<file path="src/rtl/accu_outbuffer_drain_if.sv">
// Bank read port and output stream of the accumulation output buffer drain.
// master = drain controller, slave = bank array plus downstream sink.
interface accu_outbuffer_drain_if #(
    parameter int nb_pe_row    = 8,
    parameter int buffer_width = 16,
    parameter int buffer_depth = 8192
);
    localparam int buffer_addr_width = $clog2(buffer_depth);

    logic [buffer_addr_width-1:0]        rAddr;
    logic                                rEn;
    logic [nb_pe_row*buffer_width-1:0]   buffer_out_all_rows;
    logic [nb_pe_row*buffer_width-1:0]   out_data;
    logic                                out_valid;
    logic                                out_ready;

    modport master (
        output rAddr, rEn, out_data, out_valid,
        input  buffer_out_all_rows, out_ready
    );

    modport slave (
        input  rAddr, rEn, out_data, out_valid,
        output buffer_out_all_rows, out_ready
    );
endinterface

</file>
<file path="src/rtl/accu_outbuffer_drain.sv">
// Sweeps a contiguous, wrapping address range of the accumulation output buffer
// and streams each row-parallel word out through a 2-entry skid FIFO.
//
// state | meaning
// IDLE  | waiting for start
// READ  | issuing bank reads under FIFO credit
// DRAIN | all reads issued, waiting for the last handshake
// DONE  | one-cycle completion, done=1
module accu_outbuffer_drain #(
    parameter int nb_pe_row    = 8,
    parameter int buffer_width = 16,
    parameter int buffer_depth = 8192,
    localparam int buffer_addr_width = $clog2(buffer_depth)
) (
    input  logic                         clk,
    input  logic                         rst_n,
    input  logic                         start,
    input  logic [buffer_addr_width-1:0] base_addr,
    input  logic [buffer_addr_width:0]   num_words,
    output logic                         busy,
    output logic                         done,
    accu_outbuffer_drain_if.master       bus
);
    localparam int aw = buffer_addr_width;
    localparam int dw = nb_pe_row * buffer_width;
    localparam logic [aw-1:0] last_addr = aw'(buffer_depth - 1);
    localparam logic [aw-1:0] one_a     = 1;
    localparam logic [aw:0]   one_w     = 1;

    typedef enum logic [1:0] {IDLE, READ, DRAIN, DONE} state_t;

    state_t          state;
    logic [aw-1:0]   addr;
    logic [aw:0]     remaining;
    logic [aw:0]     total;
    logic [aw:0]     hs_cnt;
    logic            inflight;
    logic [1:0]      fifo_cnt;
    logic [dw-1:0]   head;
    logic [dw-1:0]   tail;
    logic            pop;
    logic            push;
    logic            issue;
    logic [2:0]      outstanding;

    assign pop  = (fifo_cnt != 2'd0) && bus.out_ready;
    assign push = inflight;

    // Credit: words already buffered or on their way, minus the one leaving now.
    assign outstanding = {1'b0, fifo_cnt} + {2'b00, inflight} - {2'b00, pop};
    assign issue       = (state == READ) && (remaining != '0) && (outstanding < 3'd2);

    assign bus.rEn       = issue;
    assign bus.rAddr     = addr;
    assign bus.out_valid = (fifo_cnt != 2'd0);
    assign bus.out_data  = head;

    always_ff @(posedge clk or negedge rst_n) begin
        if (!rst_n) begin
            state     <= IDLE;
            addr      <= '0;
            remaining <= '0;
            total     <= '0;
            hs_cnt    <= '0;
            inflight  <= 1'b0;
            busy      <= 1'b0;
            done      <= 1'b0;
        end else begin
            inflight <= issue;
            done     <= 1'b0;
            if (pop) hs_cnt <= hs_cnt + one_w;
            if (issue) begin
                addr      <= (addr == last_addr) ? '0 : addr + one_a;
                remaining <= remaining - one_w;
            end
            case (state)
                IDLE: begin
                    if (start) begin
                        addr      <= base_addr;
                        remaining <= num_words;
                        total     <= num_words;
                        hs_cnt    <= '0;
                        busy      <= 1'b1;
                        if (num_words == '0) begin
                            state <= DONE;
                            done  <= 1'b1;
                        end else begin
                            state <= READ;
                        end
                    end
                end
                READ: begin
                    if (issue && remaining == one_w) state <= DRAIN;
                end
                DRAIN: begin
                    if (pop && (hs_cnt + one_w) == total) begin
                        state <= DONE;
                        done  <= 1'b1;
                    end
                end
                DONE: begin
                    state <= IDLE;
                    busy  <= 1'b0;
                end
                default: state <= IDLE;
            endcase
        end
    end

    // Skid FIFO: head is the registered output word, tail holds the second entry.
    always_ff @(posedge clk or negedge rst_n) begin
        if (!rst_n) begin
            fifo_cnt <= 2'd0;
            head     <= '0;
            tail     <= '0;
        end else begin
            case (fifo_cnt)
                2'd0: begin
                    if (push) begin
                        head     <= bus.buffer_out_all_rows;
                        fifo_cnt <= 2'd1;
                    end
                end
                2'd1: begin
                    if (push && pop) begin
                        head <= bus.buffer_out_all_rows;
                    end else if (push) begin
                        tail     <= bus.buffer_out_all_rows;
                        fifo_cnt <= 2'd2;
                    end else if (pop) begin
                        fifo_cnt <= 2'd0;
                    end
                end
                default: begin
                    if (pop) begin
                        head <= tail;
                        if (push) tail <= bus.buffer_out_all_rows;
                        else      fifo_cnt <= 2'd1;
                    end
                end
            endcase
        end
    end

    no_fifo_overflow : assert property (@(posedge clk) disable iff (!rst_n)
        !(push && !pop && fifo_cnt == 2'd2));

endmodule
</file>
<file path="src/flat_wrapper.sv">
// flat-port wrapper written by rule: the top's interface ports become plain ports
module accu_outbuffer_drain_flat 
#(
    parameter int nb_pe_row    = 8,
    parameter int buffer_width = 16,
    parameter int buffer_depth = 8192,
    localparam int buffer_addr_width = $clog2(buffer_depth)
)
  (clk, rst_n, start, base_addr, num_words, busy, done, bus_rAddr, bus_rEn, bus_out_data, bus_out_valid, bus_buffer_out_all_rows, bus_out_ready);
  accu_outbuffer_drain_if #(.nb_pe_row(nb_pe_row), .buffer_width(buffer_width), .buffer_depth(buffer_depth)) bus_i ();
  input  logic clk;
  input  logic rst_n;
  input  logic start;
  input  logic [buffer_addr_width-1:0] base_addr;
  input  logic [buffer_addr_width:0] num_words;
  output logic busy;
  output logic done;
  output wire logic [$bits(bus_i.rAddr)-1:0] bus_rAddr;
  output wire logic [$bits(bus_i.rEn)-1:0] bus_rEn;
  output wire logic [$bits(bus_i.out_data)-1:0] bus_out_data;
  output wire logic [$bits(bus_i.out_valid)-1:0] bus_out_valid;
  input wire logic [$bits(bus_i.buffer_out_all_rows)-1:0] bus_buffer_out_all_rows;
  input wire logic [$bits(bus_i.out_ready)-1:0] bus_out_ready;
  assign bus_rAddr = bus_i.rAddr;
  assign bus_rEn = bus_i.rEn;
  assign bus_out_data = bus_i.out_data;
  assign bus_out_valid = bus_i.out_valid;
  assign bus_i.buffer_out_all_rows = bus_buffer_out_all_rows;
  assign bus_i.out_ready = bus_out_ready;
  accu_outbuffer_drain #(.nb_pe_row(nb_pe_row), .buffer_width(buffer_width), .buffer_depth(buffer_depth)) u_core (.clk(clk), .rst_n(rst_n), .start(start), .base_addr(base_addr), .num_words(num_words), .busy(busy), .done(done), .bus(bus_i));
endmodule
</file>
<file path="config.mk">
export PLATFORM = sky130hd
export DESIGN_NAME = accu_outbuffer_drain_flat
export DESIGN_NICKNAME = d
export VERILOG_FILES = /design/src/rtl/accu_outbuffer_drain_if.sv /design/src/rtl/accu_outbuffer_drain.sv /design/src/flat_wrapper.sv
export SDC_FILE = /design/constraint.sdc
export NUM_CORES = 1
export LEC_CHECK = 0
export BUFFER_PORTS_ARGS = -buffer_cell sky130_fd_sc_hd__buf_4
export CORE_ASPECT_RATIO = 1.5
export CORE_UTILIZATION = 46
export DETAILED_ROUTE_END_ITERATION = 10
export GPL_ROUTABILITY_DRIVEN = 0
export PLACE_DENSITY = 0.69
export SLEW_MARGIN = 20
export SYNTH_ARGS = -nofsm -noshare
export SYNTH_HDL_FRONTEND = slang
export SYNTH_SLANG_ARGS = --single-unit
export TNS_END_PERCENT = 30
</file>
<file path="constraint.sdc">
create_clock -name clk -period 4.5 [get_ports clk]
set_clock_uncertainty 0.15 [all_clocks]
set_input_delay 0.45 -clock clk [delete_from_list [all_inputs] [get_ports clk]]
set_output_delay 0.45 -clock clk [all_outputs]
set_load 0.02 [all_outputs]
</file>
==> summary.txt <==
Setup path
  • CP Data Required Time: 3.90 ns
  • Worst path depth: 8
  • Reg2Reg Depth: 9
  • CP Buf/Inv Count: 2
  • Crit-path leading delay family: buffers and inverters
  • Kind of critical path: reg2out
  • Slowest-stage cell, CP: dfrtp_4
  • Crit path capture type: output pin
  • CP Launch Type: flop
  • Flop-to-flop setup slack: 1.30 ns
  • WP data arrival: 3.00 ns
  • Worst path cell trace: o21ai_0 -> nor2_1 -> fa_1 -> xnor2_1 -> and3_1 -> o21ai_1 -> clkinv_1 -> buf_4
  • Slowest stage delay, CP: 0.51 ns
  • CP max FO: 10

Placed design
  • Placed Cells: 1864
  • DP HPWL: 24000 um
  • Setup WS pre-CTS: 1.32 ns
  • Count of buffers from port buffering: 303

Finish
  • Most common cell after layout, fill and taps aside: dfrtp_1
  • Most frequent cells in the layout: dfrtp_1 (317), buf_4 (308), nand2_1 (198)
  • Register Area: 7960 um^2
  • Filler Cell Count: 2525
  • Post-Layout Cell Count: 1933
  • Share of cells above drive strength 1: 32.7%
  • Multi-input gate area: 5770 um^2
  • Area growth syn-to-layout: 27.4%
  • Net count, final: 1681

Drt
  • DRC viols: 0
  • Wire per inst: 17.8 um
  • Routed vias: 10100
  • Residual antenna-violating net count after detailed routing: 0
  • DRT iter0 DRCs: 490
  • Routed vias/inst: 5.24
  • WL final: 34400 um
  • Drt pass-1 iters: 4

Global route
  • Gr usage total: 22.7%
  • Initial antenna violation count: 4
  • First-pass GRT wire length: 54600 um
  • GR Overflow Total: 0
  • Largest net degree at the start of global routing: 177
  • Vias in the first global route: 10500

Yosys
  • Cell area after synthesis: 14000 um^2
  • Net count after synthesis: 1398
  • Synth Instances: 1230
  • Yosys top cell area share: 56.7%
  • Synth cell types: 48
  • Synth warn: 0
  • Register area share after synthesis: 56.7%
  • Syn avg cell area: 11.4 um^2
  • Synth top area cells: dfrtp_1 (57%), mux2_2 (10%), mux2i_1 (9.3%)
  • Number of synthesized register bits: 318
  • Post-synth top area cell: dfrtp_1

CTS
  • H-tree Lvls: 2
  • Deepest clock path buffer count: 3
  • Post-CTS Setup Inserts: 0
  • Clock sink total: 318
  • CTS Root Cell: clkbuf_16
  • Clk_lat worst skew: 0.51 ns
  • Cells resized by post-CTS repair: 0
  • CTS tree: built
  • Hold buffer count at CTS: 8
  • Worst-path clk slew: 0.06 ns
  • TritonCTS buffer count: 34

Die
  • Initial Util: 47.1%
  • Ports: 304
  • Num rows: 77
  • Die span in y: 216 um
  • Core Region: 29800 um^2
  • Die area: 31200 um^2
  • Die X: 145 um

STA
  • Tcrit/Tclk final: 80.0%
  • Final min period: 3.60 ns
  • Final Hold Fails: 0
  • Worst hold slack: 0.0256 ns
  • RSZ-0062 raised after global routing: no
  • Relative slew margins: 30.1%
  • Setup ws final: 0.900 ns
  • Setup TNS: 0 ns
  • Worst slew pin tran: 1.05 ns
  • Setup Viol. Count Final: 0
  • Fmax achieved: 0.278 GHz
  • Final Max Tran Viols: 0

Pwr
  • Flop pwr share: 40.2%
  • Clock power share: 21.5%
  • PD cells: 705 nW/um^2
  • Maximum VDD drop: 0.000452 V
  • Static Leakage: 8.23 nW
  • Net Sw Power: 0.00461 W
  • Sw frac: 36.6%
  • Pint: 0.00799 W
  • Combinational Power Share: 38.4%

Hold path
  • Worst min-delay path class: in2reg
  • Worst Hold Path Cells: 3

Run
  • Max_cap viols: 0

Run status
  • Status: complete, no violations
==> metrics by stage <==
| step | total power, W | utilization, % | instance area [um^2] |
|---|---|---|---|
| after detailed placement | 0.00997 | 56.1 | 16700 |
| after CTS | 0.0127 | 60.0 | 17900 |
| final | 0.0126 | 60.0 | 17900 |
| after global routing | 0.0134 | 60.0 | 17900 |
| after global placement | 0.00979 | 56.1 | 16700 |
| after floorplan | 0.00799 | - | 14000 |
==> power groups by stage <==
| stage | registers [W] | logic (W) | clock network [W] |
|---|---|---|---|
| floorplan | 0.00560 | 0.00239 | 0 |
| global placement | 0.00503 | 0.00476 | 0 |
| detailed placement | 0.00508 | 0.00489 | 0 |
| CTS | 0.00505 | 0.00490 | 0.00279 |
| global route | 0.00522 | 0.00529 | 0.00288 |
| finish | 0.00506 | 0.00483 | 0.00271 |
==> worst register-to-register path: cells and delay by family, from the launching register on <==
family / cells / cell delay, ns
flip-flops: 1 / 0.51
adder cells (fa/ha/maj): 1 / 0.44
XOR/XNOR: 1 / 0.20
AO/OA/AOI/OAI: 3 / 0.81
AND/OR/NAND/NOR: 4 / 1.00
==> layout make-up <==
type	count	area share [%]
multi-input cells	827	32.3
repair buffers	323	14.1
clock inverters	11	0.490
inverters	9	0.189
flip-flops and latches	318	44.5
clock buffers	47	5.54
well taps	395	2.77
diodes	3	0.0420
==> sequential cells by signal (all words and copies together) (netlist names), 2 cells and up <==
| name | flops |
|---|---|
| u_core.tail | 128 |
| u_core.hs_cnt | 14 |
| u_core.bus.rAddr | 13 |
| u_core.total | 14 |
| u_core.state | 2 |
| u_core.bus.out_data | 128 |
| u_core.remaining | 14 |
| u_core.fifo_cnt | 2 |
==> cells by family after synthesis <==
logic type      share of synthesized area [%]
xor+xnor                                 3.31
flops                                    56.7
buf+inv                                  2.28
fa+ha+maj                               0.856
compound gates                           7.19
simple gates                             9.99
mux                                      19.6
==> Yosys cell counts (all sizes together) <==
cell type,instances
or3,7
a31o,1
o21a,1
xor2,26
fa,1
a31oi,2
clkbuf,75
o211ai,2
o32ai,1
o311a,1
buf,1
nand2,199
mux2,128
nor2,36
inv,8
a21oi,7
clkinv,1
nor3b,4
nor4bb,1
o221ai,1
xnor2,27
nand3,14
o22ai,2
nand4b,1
nand3b,1
nor2b,4
dfrtp,318
nand4,12
a211oi,4
o2bb2ai,1
nor3,13
a311oi,1
mux2i,131
ha,8
and2,2
nor4,4
nor4b,1
a2111oi,3
nand2b,5
o41a,1
and4,3
or4,6
a41oi,1
and3,5
o21ai,159
==> metal layers <==
layer  vias up  part of all wire (%)  global-route usage, %
met5         -                 0.049                      0
met2       260                    50                   38.0
met4         2                   4.4                   10.0
met3        75                   8.3                   7.90
met1      4957                    37                   26.0
li1       4830                     -                      -
==> final timing paths <==
path                                                           from                                    to
worst max-delay path                 u_core.fifo_cnt[1]$_DFFE_PN0P_                               bus_rEn
worst min-delay path                                  num_words[11]          u_core.total[11]$_DFFE_PN0P_
worst max register to register       u_core.fifo_cnt[1]$_DFFE_PN0P_           u_core.state[1]$_DFFE_PN0P_
worst min register to register  u_core.bus.out_data[41]$_DFFE_PN0P_   u_core.bus.out_data[41]$_DFFE_PN0P_
max in group asynchronous                                     rst_n  u_core.bus.out_data[110]$_DFFE_PN0P_
min in group asynchronous                                     rst_n  u_core.bus.out_data[120]$_DFFE_PN0P_
Power figures use the tool's default switching activity.
